<file path="config.mk">
export PLATFORM = sky130hd
export DESIGN_NAME = maze_job_sched
export DESIGN_NICKNAME = d
export VERILOG_FILES = /design/src/rtl/maze_sched_pkg.sv /design/src/rtl/rr_arbiter.sv /design/src/rtl/maze_job_sched.sv
export SDC_FILE = /design/constraint.sdc
export NUM_CORES = 1
export LEC_CHECK = 0
export ABC_AREA = 1
export ABC_CLOCK_PERIOD_IN_PS = 3900
export BUFFER_PORTS_ARGS = -buffer_cell sky130_fd_sc_hd__buf_2
export CAP_MARGIN = 25
export CORE_ASPECT_RATIO = 1.75
export CORE_MARGIN = 1.5
export CORE_UTILIZATION = 41
export CTS_CLUSTER_SIZE = 14
export DETAILED_ROUTE_END_ITERATION = 6
export GPL_ROUTABILITY_DRIVEN = 0
export PLACE_DENSITY = 0.71
export SETUP_SLACK_MARGIN = 0.2
export SYNTH_ARGS = -nofsm -noshare
export SYNTH_HDL_FRONTEND = slang
export SYNTH_HIERARCHICAL = 1
export SYNTH_SLANG_ARGS = --single-unit
</file>
<file path="constraint.sdc">
create_clock -name clk -period 3.9 [get_ports clk]
set_input_delay 0.195 -clock clk [delete_from_list [all_inputs] [get_ports clk]]
set_output_delay 0.195 -clock clk [all_outputs]
set_load 0.01 [all_outputs]
</file>
<file path="src/rtl/maze_sched_pkg.sv">
// Shared types for the maze job scheduler: FSM states, solver geometry and the response record.
// Pure declarations; no logic, no latency, no flow control.
package maze_sched_pkg;

    typedef enum logic [2:0] {
        ST_ARM   = 3'd0,
        ST_IDLE  = 3'd1,
        ST_LOAD  = 3'd2,
        ST_WAIT  = 3'd3,
        ST_DRAIN = 3'd4,
        ST_DONE  = 3'd5
    } state_e;

    localparam int MAZE_BITS_DFLT = 225;
    localparam int COORD_W        = 4;
    localparam int RSP_ID_W       = 3;

    typedef struct packed {
        logic [RSP_ID_W-1:0] id;
        logic [COORD_W-1:0]  x;
        logic [COORD_W-1:0]  y;
        logic                not_valid;
    } rsp_t;

endpackage

</file>
<file path="src/rtl/rr_arbiter.sv">
// Round-robin pick of the first request at or after ptr_i, wrapping; one-hot grant plus index.
// Purely combinational, zero latency; no backpressure, the caller decides when to latch.
module rr_arbiter #(
    parameter int N_REQ = 4,
    parameter int ID_W  = $clog2(N_REQ)
) (
    input  logic [N_REQ-1:0] req_i,
    input  logic [ID_W-1:0]  ptr_i,
    output logic [N_REQ-1:0] gnt_o,
    output logic [ID_W-1:0]  idx_o
);

    logic            found;
    logic [ID_W-1:0] cand;

    always_comb begin
        gnt_o = '0;
        idx_o = '0;
        found = 1'b0;
        cand  = '0;
        for (int i = 0; i < N_REQ; i++) begin
            cand = ID_W'((int'(ptr_i) + i) % N_REQ);
            if (!found && req_i[cand]) begin
                found       = 1'b1;
                gnt_o[cand] = 1'b1;
                idx_o       = cand;
            end
        end
    end

endmodule

</file>
<file path="src/rtl/maze_job_sched.sv">
// Time-shares one maze solver among N_REQ requesters: arbitrate, stream maze, forward result burst.
// Responses lag solver beats by 1 cycle; requesters wait on level req until granted, no other stall.
module maze_job_sched
    import maze_sched_pkg::*;
#(
    parameter int N_REQ     = 4,
    parameter int MAZE_BITS = MAZE_BITS_DFLT,
    parameter int TIMEOUT   = 1024,
    parameter int ID_W      = $clog2(N_REQ)
) (
    input  logic               clk,
    input  logic               rst,
    input  logic [N_REQ-1:0]   req,
    input  logic [N_REQ-1:0]   req_maze,
    output logic [N_REQ-1:0]   gnt,
    output logic               load_en,
    output logic               slv_rst_n,
    output logic               slv_maze,
    output logic               slv_in_valid,
    input  logic               slv_out_valid,
    input  logic               slv_not_valid,
    input  logic [3:0]         slv_x,
    input  logic [3:0]         slv_y,
    output logic               rsp_valid,
    output logic [ID_W-1:0]    rsp_id,
    output logic [3:0]         rsp_x,
    output logic [3:0]         rsp_y,
    output logic               rsp_not_valid,
    output logic               rsp_last,
    output logic               rsp_err,
    output logic               busy
);

    localparam int BIT_W  = $clog2(MAZE_BITS);
    localparam int WDOG_W = $clog2(TIMEOUT);

    state_e           state_q;
    logic [N_REQ-1:0] gnt_q;
    logic [ID_W-1:0]  gnt_idx_q;
    logic [ID_W-1:0]  ptr_q;
    logic [BIT_W-1:0] bit_cnt_q, bit_cnt_d;
    logic [WDOG_W-1:0] wdog_q, wdog_d;
    logic             load_en_q;
    logic             slv_rst_n_q;
    logic             rsp_valid_q;
    logic             rsp_last_q;
    logic             rsp_err_q;
    logic             busy_q;
    rsp_t             rsp_q;

    logic [N_REQ-1:0] arb_gnt;
    logic [ID_W-1:0]  arb_idx;
    logic             id_unused;

    rr_arbiter #(
        .N_REQ (N_REQ),
        .ID_W  (ID_W)
    ) u_arb (
        .req_i (req),
        .ptr_i (ptr_q),
        .gnt_o (arb_gnt),
        .idx_o (arb_idx)
    );

    assign bit_cnt_d = bit_cnt_q + 1'b1;
    assign wdog_d    = wdog_q + 1'b1;

    always_ff @(posedge clk or posedge rst) begin
        if (rst) begin
            state_q     <= ST_ARM;
            gnt_q       <= '0;
            gnt_idx_q   <= '0;
            ptr_q       <= '0;
            bit_cnt_q   <= '0;
            wdog_q      <= '0;
            load_en_q   <= 1'b0;
            slv_rst_n_q <= 1'b0;
            rsp_valid_q <= 1'b0;
            rsp_last_q  <= 1'b0;
            rsp_err_q   <= 1'b0;
            busy_q      <= 1'b0;
            rsp_q       <= '0;
        end else begin
            rsp_valid_q <= 1'b0;
            rsp_last_q  <= 1'b0;
            rsp_err_q   <= 1'b0;
            case (state_q)
                // The solver's input counter only clears on its reset, so every job passes through here.
                ST_ARM: begin
                    slv_rst_n_q <= 1'b1;
                    busy_q      <= 1'b0;
                    state_q     <= ST_IDLE;
                end
                ST_IDLE: begin
                    if (|req) begin
                        gnt_q     <= arb_gnt;
                        gnt_idx_q <= arb_idx;
                        rsp_q.id  <= RSP_ID_W'(arb_idx);
                        bit_cnt_q <= '0;
                        load_en_q <= 1'b1;
                        busy_q    <= 1'b1;
                        state_q   <= ST_LOAD;
                    end
                end
                ST_LOAD: begin
                    bit_cnt_q <= bit_cnt_d;
                    if (bit_cnt_q == BIT_W'(MAZE_BITS - 1)) begin
                        load_en_q <= 1'b0;
                        wdog_q    <= '0;
                        state_q   <= ST_WAIT;
                    end
                end
                ST_WAIT: begin
                    wdog_q <= wdog_d;
                    if (slv_out_valid) begin
                        rsp_q.x         <= slv_x;
                        rsp_q.y         <= slv_y;
                        rsp_q.not_valid <= slv_not_valid;
                        rsp_valid_q     <= 1'b1;
                        state_q         <= ST_DRAIN;
                    end else if (wdog_q == WDOG_W'(TIMEOUT - 1)) begin
                        rsp_err_q <= 1'b1;
                        state_q   <= ST_DONE;
                    end
                end
                // Watchdog keeps counting from WAIT so a stuck-high out_valid is also bounded.
                ST_DRAIN: begin
                    wdog_q <= wdog_d;
                    if (!slv_out_valid) begin
                        rsp_last_q <= 1'b1;
                        state_q    <= ST_DONE;
                    end else if (wdog_q == WDOG_W'(TIMEOUT - 1)) begin
                        rsp_err_q <= 1'b1;
                        state_q   <= ST_DONE;
                    end else begin
                        rsp_q.x         <= slv_x;
                        rsp_q.y         <= slv_y;
                        rsp_q.not_valid <= slv_not_valid;
                        rsp_valid_q     <= 1'b1;
                    end
                end
                ST_DONE: begin
                    gnt_q       <= '0;
                    ptr_q       <= (gnt_idx_q == ID_W'(N_REQ - 1)) ? '0 : gnt_idx_q + 1'b1;
                    slv_rst_n_q <= 1'b0;
                    state_q     <= ST_ARM;
                end
                default: begin
                    state_q <= ST_ARM;
                end
            endcase
        end
    end

    assign gnt           = gnt_q;
    assign load_en       = load_en_q;
    assign slv_in_valid  = load_en_q;
    assign slv_maze      = req_maze[gnt_idx_q] & load_en_q;
    assign slv_rst_n     = slv_rst_n_q;
    assign rsp_valid     = rsp_valid_q;
    assign rsp_id        = rsp_q.id[ID_W-1:0];
    assign rsp_x         = rsp_q.x;
    assign rsp_y         = rsp_q.y;
    assign rsp_not_valid = rsp_q.not_valid;
    assign rsp_last      = rsp_last_q;
    assign rsp_err       = rsp_err_q;
    assign busy          = busy_q;
    assign id_unused     = ^(rsp_q.id >> ID_W);

endmodule

</file>
==> impl_metrics.json, run 1 <==
{
  "tns_ns": 0,
  "final_common_cell": "nand2_1",
  "cts_resized": 0,
  "cts_max_level": 2,
  "fin_skew_ns": 0.00863,
  "rr_startpoint": "ptr_q[0]",
  "finalCritPeriodShare": 0.546,
  "clkSinkCount": 44,
  "grt_overflow_total": 0,
  "finalPower_mw": 2.29,
  "drive_above_1_share": 0.213,
  "startpoint_type": "register",
  "maxCapViolCount": 0,
  "die_width_um": 64.1,
  "critPathKind": "register to register",
  "worst-path-max-fanout": 10,
  "initialDrtViolationCount": 128,
  "hpwl_um": 4590,
  "end_kind": "register",
  "grt_pass1_vias": 2341,
  "cts_inserted_buffers": 5,
  "antenna_found_initial": 0,
  "wire_per_inst_um": 12.8,
  "hold_path_class": "input port to async pin",
  "slew_headroom": 0.624,
  "vias": 2393,
  "start_util": 0.427,
  "power.leakage_nw": 1.62,
  "root_buffer": "clkbuf_8",
  "setup_violations": 0,
  "finalHoldWorstSlack_ns": -0.00732,
  "grt_max_degree": 45,
  "clock_latency_ns": 0.31,
  "crit_start": "ptr_q[0]",
  "drc": 0,
  "synth_area_per_cell_um2": 7.70,
  "area_growth_syn_to_layout_pct": 14.3,
  "clock_path_buffers": 2,
  "n_antenna_cell": 0,
  "hold_viol": 1,
  "port_buffers": 42,
  "totalWireLength_um": 6050,
  "core_mm2": 0.00628,
  "rsz0062_at_grt": "false",
  "mappedNetlistNets": 377,
  "drv_slew": 0,
  "timing.final.ws_setup_ns": 1.77,
  "grt_first_pass_wirelength_um": 10200,
  "ant_nets": 0,
  "required_ns": 4.11,
  "final_cell_mix": "nand2_1 (87), nand3_1 (55), dfrtp_1 (44)",
  "post_cts_buffers": 0,
  "die_h_um": 110,
  "dpl_worst_slack_ns": 1.81,
  "power.density_mw_per_mm2": 748,
  "cts_tree": "built",
  "r2r_cells": 10,
  "fmax_mhz": 470,
  "failed_checks": "hold timing",
  "outcome": "finished with violations",
  "worst_pin_slew_ns": 0.564,
  "synthCells": 348,
  "ys_seq_area_frac": 0.411,
  "track_usage": 0.183,
  "yosysWarnings": 6,
  "synth_cell_types": 30,
  "synth_seq_cells": 44,
  "pin_count": 43,
  "layout.nets": 422,
  "cp_data_arrival_time_ns": 2.34,
  "die_area_mm2": 0.00705,
  "viasPerCell": 5.05,
  "fin_crit_ns": 2.13,
  "syn_area_mm2": 0.00268,
  "clk_pin_slew_worst_paths_ns": 0.09,
  "drt_pass1_iterations": 4,
  "cts_hold_buf": 0,
  "row_count": 38,
  "peakVddDrop_v": 0.000349
}
-- cell type report --
class / instances / area [um2]
clock inverters: 3 / 46.3
clock buffers: 5 / 68.8
inverters: 44 / 168
fillers: 630 / 3210
multi-input cells: 255 / 1360
repair buffers: 43 / 218
flip-flops and latches: 44 / 1100
well taps: 80 / 100
-- sequential cells by signal (all words and copies together) (netlist names) --
register       count
wdog_q            10
bit_cnt_q          8
gnt                4
rsp_x              4
rsp_y              4
state_q            3
ptr_q              2
rsp_id             2
busy               1
load_en            1
rsp_err            1
rsp_last           1
rsp_not_valid      1
rsp_valid          1
slv_rst_n          1
-- report_power, final --
part | switching (mW) | internal (mW) | total (mW)
clock | 0.170 | 0.193 | 0.363
combinational | 0.753 | 0.396 | 1.15
sequential | 0.163 | 0.618 | 0.780
total | 1.09 | 1.21 | 2.29
-- final timing paths --
| path | endpoint | slack [ns] |
|---|---|---|
| setup / recovery | gnt[3] | 1.77 |
| hold / removal | rsp_x[2] | -0.007 |
| setup reg to reg | gnt[3] | 1.77 |
| hold reg to reg | busy | 0.51 |
| max in group asynchronous | bit_cnt_q[0] | 3.50 |
| min in group clk | rsp_y[2] | 0.07 |
-- metal layers --
layer / share of wire / wire length, um / vias to the layer above / track usage
met5: 0 / 0 / - / 0
met4: 0.019 / 117 / 0 / 0.0760
met3: 0.027 / 162 / 10 / 0.0317
met2: 0.57 / 3430 / 42 / 0.365
met1: 0.39 / 2340 / 1111 / 0.181
li1: - / - / 1230 / -
-- critical path: stages, from the launching register on --
cell,delay [ns]
dfrtp_1,0.54
inv_2,0.17
ha_1,0.41
inv_1,0.11
nand3_1,0.10
nand2_1,0.06
nor2_2,0.23
a21oi_1,0.11
nand3_1,0.09
inv_1,0.04
o21ai_0,0.17
-- cell usage after synthesis, drive strengths merged --
| master | number | area (um2) |
|---|---|---|
| and3 | 1 | 6.26 |
| o31ai | 1 | 7.51 |
| inv | 44 | 168 |
| ha | 9 | 113 |
| nor2 | 25 | 124 |
| buf | 5 | 48.8 |
| nand2 | 101 | 429 |
| o22ai | 2 | 12.5 |
| nor3 | 5 | 30.0 |
| a21boi | 4 | 30.0 |
| xor2 | 1 | 8.76 |
| nand4 | 10 | 68.8 |
| o21ai | 16 | 83.8 |
| dfrtp | 44 | 1100 |
| and2 | 1 | 6.26 |
| nand3 | 60 | 348 |
| a21oi | 19 | 95.1 |
-- per-stage QoR --
| step | hold WS, ns | cell area, um2 | cells | util |
|---|---|---|---|---|
| floorplan | 0.305 | 2680 | 348 | - |
| global placement | 0.365 | 2950 | 466 | 0.470 |
| detailed placement | 0.359 | 2950 | 466 | 0.470 |
| CTS | 0.0143 | 3060 | 474 | 0.488 |
| global route | 0.0743 | 3060 | 474 | 0.488 |
| finish | -0.00732 | 3060 | 474 | 0.488 |
-- cells by family (layout without fill, tap and decap cells) --
| logic type | count (synthesis) | after routing | share of synthesized area |
|---|---|---|---|
| DFF | 44 | 44 | 0.411 |
| and+or+nand+nor | 203 | 203 | 0.378 |
| adders and majority gates | 9 | 9 | 0.0420 |
| buffers and inverters | 49 | 95 | 0.0808 |
| AOI/OAI and AO/OA | 42 | 42 | 0.0854 |
| xor gates and xnor gates | 1 | 1 | 0.00327 |
(Power assumes the default switching activity.)
==> inputs of run 2 (changes only) <==
- ABC_AREA: 1 -> 0
- ABC_CLOCK_PERIOD_IN_PS: 3900 -> 2220
- clock period: 3.9 -> 2.22 ns (I/O delays scaled with it)
==> run 2 against run 1 <==
  * The flow now finishes without violations
  * Combinational power up 54%
  * Setup slack got worse by 1.5 ns
  * Sequential cell count stayed put
  * Clock power is 76% higher
  * Largest power group unchanged
  * Die area down 3.5%
==> impl_metrics.json, run 2 <==
{
  "hold_path_class": "input port to register",
  "row_count": 38,
  "cts_tree": "built",
  "drc": 0,
  "placed_cell_area_mm2": 0.00292,
  "reg.largest.list": "wdog_q x10, bit_cnt_q x8",
  "power.density_mw_per_mm2": 1190,
  "vias": 2123,
  "clkSinkCount": 44,
  "synthCells": 268,
  "end_kind": "register",
  "yosysWarnings": 6,
  "synth_most_common_cell": "dfrtp_1",
  "power.leakage_nw": 1.41,
  "critPathKind": "register to register",
  "mappedNetlistNets": 297,
  "ys_seq_area_frac": 0.426,
  "die_h_um": 108,
  "design_area_mm2": 0.00308,
  "outcome": "finished clean",
  "cp_slowest_stage_delay_ns": 0.48,
  "synthTopCellsByArea": "dfrtp_1 (43%), nand2_1 (6.1%), o21ai_0 (4.5%), ha_1 (4.4%), mux2_2 (4.4%)",
  "area_growth_syn_to_layout_pct": 19.1,
  "rsz0062_at_grt": "false",
  "slew_headroom": 0.598,
  "clock_path_buffers": 2,
  "worst-path-max-fanout": 4,
  "grt_first_pass_wirelength_um": 9150,
  "fin_skew_ns": 0.00227,
  "drive_above_1_share": 0.300,
  "wire_per_inst_um": 13.5,
  "cp_cell_sequence": "or3b_4, a2111o_1, or4_1, a21oi_1",
  "grt_pass1_vias": 2097,
  "setup_violations": 0,
  "core_mm2": 0.00613,
  "yosysTopAreaCell": "dfrtp_1",
  "port_buffers": 42,
  "clk_pin_slew_worst_paths_ns": 0.08,
  "worst_pin_slew_ns": 0.597,
  "grt_max_degree": 45,
  "clock_latency_ns": 0.30,
  "die_width_um": 63.0,
  "die_area_mm2": 0.00681,
  "tns_ns": 0,
  "maxCapViolCount": 0,
  "async_flop_share": 1.00,
  "peakVddDrop_v": 0.000553,
  "cts_inserted_buffers": 5,
  "cp_data_arrival_time_ns": 2.19,
  "antenna_found_initial": 0,
  "synth_commonest_cells": "dfrtp_1 (44), nand2_1 (42), o21ai_0 (23), nand3_1 (15), nor2_1 (14)",
  "synth_seq_cells": 44,
  "synth_cell_types": 56,
  "viasPerCell": 5.35,
  "initialDrtViolationCount": 71,
  "hpwl_um": 4130,
  "syn_area_mm2": 0.00258,
  "grt_overflow_total": 0,
  "layout.nets": 345,
  "startpoint_type": "register",
  "finalCritPeriodShare": 0.884,
  "regMostFlops": "wdog_q",
  "slowest_stage": "or4_1",
  "whs_path_depth": 2,
  "ant_nets": 0,
  "drv_slew": 0,
  "largest_reg_flops": 10,
  "required_ns": 2.45,
  "totalWireLength_um": 5340,
  "pin_count": 43,
  "start_util": 0.421,
  "fmax_mhz": 509,
  "synth_ff_type": "dfrtp_1",
  "track_usage": 0.169,
  "fin_crit_ns": 1.96,
  "r2r_cells": 4,
  "final_cell_mix": "dfrtp_1 (43), nand2_1 (42), buf_2 (42)",
  "hold_viol": 0,
  "synth_top_area_frac": 0.426,
  "final_common_cell": "dfrtp_1",
  "cts_max_level": 2,
  "synth_edf_count": 0,
  "synth_area_per_cell_um2": 9.64,
  "fillers": 561,
  "root_buffer": "clkbuf_8",
  "n_antenna_cell": 0,
  "drt_pass1_iterations": 4
}
-- run 2: worst max-delay path, delay by kind of cell (launching register included) --
kind,cells,cell delay (ns)
AND/OR/NAND/NOR,2,0.88
AO/OA/AOI/OAI,2,0.63
flip-flops,1,0.38
-- run 2: area by class of cell --
cell class	instances	area [um2]	share of cell area
clock inverter	2	38.8	0.0126
timing repair buffer	57	325	0.106
tap	80	100	0.0325
clock buffer	6	82.6	0.0268
inverter	7	26.3	0.00854
sequential	44	1100	0.358
multi-input combinational	201	1400	0.455
-- run 2: metrics by stage --
| step | util | hold slack, ns | std cells | setup slack [ns] | power, mW |
|---|---|---|---|---|---|
| after CTS | 0.498 | 0.0334 | 397 | 0.273 | 3.69 |
| after floorplan | - | 0.262 | 268 | 0.202 | 2.53 |
| after global routing | 0.502 | 0.0305 | 397 | 0.223 | 3.97 |
| final | 0.502 | 0.0407 | 397 | 0.257 | 3.66 |
| after detailed placement | 0.477 | 0.274 | 388 | 0.289 | 3.04 |
| after global placement | 0.477 | 0.266 | 388 | 0.326 | 3.00 |
-- run 2: final timing paths --
check,from,to,slack [ns]
max in group asynchronous,rst,ptr_q[0],1.33
min in group asynchronous,rst,rsp_y[3],0.49
worst min-delay path,slv_y[3],rsp_y[3],0.04
worst min register to register,rsp_y[1],rsp_y[1],0.50
worst max-delay path,state_q[0],wdog_q[9],0.26
worst max register to register,state_q[0],wdog_q[9],0.26
-- run 2: routing by layer --
| layer | global-route usage | up-vias | wire (um) |
|---|---|---|---|
| li1 | - | 1054 | - |
| met1 | 0.168 | 1011 | 2130 |
| met2 | 0.333 | 52 | 2930 |
| met3 | 0.0260 | 6 | 173 |
| met4 | 0.0825 | 0 | 112 |
| met5 | 0 | - | 0 |
-- run 2: report_power, final --
part	switching [mW]	internal (mW)	total, mW
registers	0.188	1.06	1.25
clock network	0.273	0.368	0.640
logic	0.929	0.842	1.77
total	1.39	2.27	3.66
-- run 2: kinds of logic (layout without fill, tap and decap cells) --
group,Yosys count,count (layout),share of synthesized area
compound gates,58,58,0.153
xor+xnor,5,5,0.0169
fa+ha+maj,9,9,0.0436
buf+inv,23,72,0.0441
flops,44,44,0.426
mux,18,18,0.0939
simple gates,111,111,0.222
-- run 2: what timing repair did --
| action | CTS | global route |
|---|---|---|
| hold buffers | 1 | 0 |
| endpoints found under the hold margin | 44 | 0 |
| gates resized for setup | 0 | 4 |
| endpoints found under the setup margin | 0 | 15 |
| setup buffers | 0 | 0 |
==> inputs of run 3 (changes only) <==
--- a/config.mk
+++ b/config.mk
@@ -7,5 +7,5 @@
 export LEC_CHECK = 0
 export ABC_AREA = 0
-export ABC_CLOCK_PERIOD_IN_PS = 2220
+export ABC_CLOCK_PERIOD_IN_PS = 1710
 export BUFFER_PORTS_ARGS = -buffer_cell sky130_fd_sc_hd__buf_2
 export CAP_MARGIN = 25
@@ -16,5 +16,5 @@
 export DETAILED_ROUTE_END_ITERATION = 6
 export GPL_ROUTABILITY_DRIVEN = 0
-export PLACE_DENSITY = 0.71
+export PLACE_DENSITY = 0.74
 export SETUP_SLACK_MARGIN = 0.2
 export SYNTH_ARGS = -nofsm -noshare
==> constraint.sdc (replaced) <==
create_clock -name clk -period 1.71 [get_ports clk]
set_input_delay 0.0855 -clock clk [delete_from_list [all_inputs] [get_ports clk]]
set_output_delay 0.0855 -clock clk [all_outputs]
set_load 0.005 [all_outputs]
==> run 3 against run 2 <==
  * The flow now finishes with violations (setup timing)
  * Register-to-register slack worse by 0.45 ns
  * Non-clock buffer count up 40
  * Final area increased by 21%
  * Setup slack got worse by 0.45 ns
  * Critical path depth unchanged
  * First-iteration DRC count is 1.4% higher
  * Via count increased by 10%
  * Highest routed layer unchanged
==> impl_metrics.json, run 3 (synthesized netlist as in run 2, its figures left out) <==
{
  "outcome": "finished with violations",
  "failed_checks": "setup timing",
  "layout.nets": 385,
  "track_usage": 0.188,
  "n_antenna_cell": 0,
  "wire_per_inst_um": 14.7,
  "setup_violations": 21,
  "port_buffers": 42,
  "cp_top_family": "simple AND/OR/NAND/NOR gates",
  "ant_nets": 0,
  "clock_latency_ns": 0.31,
  "core_mm2": 0.00613,
  "final_cell_mix": "dfrtp_1 (42), buf_2 (41), nand2_1 (39)",
  "cp_cell_sequence": "or3b_4, a2111o_1, or4_1, a21oi_1",
  "grt_pass1_vias": 2242,
  "die_h_um": 108,
  "drt_pass1_iterations": 4,
  "startpoint_type": "register",
  "row_count": 38,
  "end_kind": "register",
  "critPathKind": "register to register",
  "path_buf_inv": 0,
  "die_width_um": 63.0,
  "finalCritPeriodShare": 1.11,
  "required_ns": 1.95,
  "slew_headroom": 0.743,
  "fmax_mhz": 527,
  "cts_max_level": 2,
  "regMostFlops": "wdog_q",
  "grt_max_degree": 25,
  "grt_overflow_total": 0,
  "totalWireLength_um": 6410,
  "drive_above_1_share": 0.479,
  "worst-path-max-fanout": 4,
  "tns_ns": -2.36,
  "die_area_mm2": 0.00681,
  "cp_data_arrival_time_ns": 2.14,
  "worst_pin_slew_ns": 0.385,
  "fin_crit_ns": 1.90,
  "area_growth_syn_to_layout_pct": 43.5,
  "maxCapViolCount": 0,
  "final_common_cell": "dfrtp_1",
  "timing.final.ws_setup_ns": -0.188,
  "start_util": 0.421,
  "slowest_stage": "or4_1",
  "grt_first_pass_wirelength_um": 10300,
  "cts_tree": "built",
  "power.density_mw_per_mm2": 1570,
  "largest_reg_flops": 10,
  "clock_path_buffers": 2,
  "final_core_util": 0.605,
  "vias": 2341,
  "antenna_found_initial": 0,
  "pin_count": 43,
  "hold_viol": 0,
  "hpwl_um": 4480,
  "peakVddDrop_v": 0.000803,
  "drc": 0,
  "initialDrtViolationCount": 72,
  "reg.largest.list": "wdog_q x10, bit_cnt_q x8",
  "rsz0062_at_grt": "true",
  "hold_path_class": "input port to register",
  "fin_skew_ns": 0.00564,
  "clk_pin_slew_worst_paths_ns": 0.09,
  "drv_slew": 0,
  "viasPerCell": 5.36,
  "cts_inserted_buffers": 5,
  "clkSinkCount": 44,
  "root_buffer": "clkbuf_8",
  "power.leakage_nw": 1.73,
  "dpl_worst_slack_ns": -0.234,
  "cp_slowest_stage_delay_ns": 0.47
}
[run 3: metrics by stage]
stage	instance area (um2)	total power [mW]	hold slack, ns	std cells
final	3710	5.82	0.00717	437
after global routing	3710	6.22	0.000312	437
after CTS	3530	5.51	0.00151	429
after detailed placement	3200	4.32	0.0227	408
after global placement	3200	4.24	0.0153	408
after floorplan	2720	3.42	0.234	268
[run 3: path summary, 6_finish.rpt]
kind | from | to | slack [ns] | cells after the start
setup / recovery | state_q[0] | wdog_q[9] | -0.19 | 4
hold / removal | slv_not_valid | rsp_not_valid | 0.007 | 2
setup reg to reg | state_q[0] | wdog_q[9] | -0.19 | 4
hold reg to reg | rsp_y[0] | rsp_y[0] | 0.51 | 1
max in group asynchronous | rst | state_q[0] | 1.01 | 4
min in group asynchronous | rst | rsp_not_valid | 0.24 | 3
[run 3: area by class of cell]
type	instances	area, um2
Fill cell	486	2420
Multi-Input combinational cell	201	1650
Sequential cell	44	1100
Timing Repair Buffer	97	708
Tap cell	80	100
Clock buffer	5	68.8
Clock inverter	3	47.5
Inverter	7	28.8
[run 3: layer usage]
layer  routed length [um]  vias to the layer above  track usage
li1                     -                     1137            -
met1                 2380                     1131        0.193
met2                 3550                       59        0.358
met3                  244                       14       0.0333
met4                  227                        0       0.0952
met5                    0                        -            0
[run 3: power breakdown]
group	switching [mW]	leakage, nW	internal, mW
logic	1.55	1.11	1.83
registers	0.248	0.561	1.38
clock network	0.377	0.0583	0.440
total	2.17	1.73	3.65
[run 3: timing repair]
item / 4_1_cts / 5_1_grt
gates resized for setup: 34 / 31
buffers inserted: 12 / 7
endpoints found under the hold margin: 33 / 1
hold buffers: 1 / 1
endpoints found under the setup margin: 29 / 42
pin swaps: 27 / 23
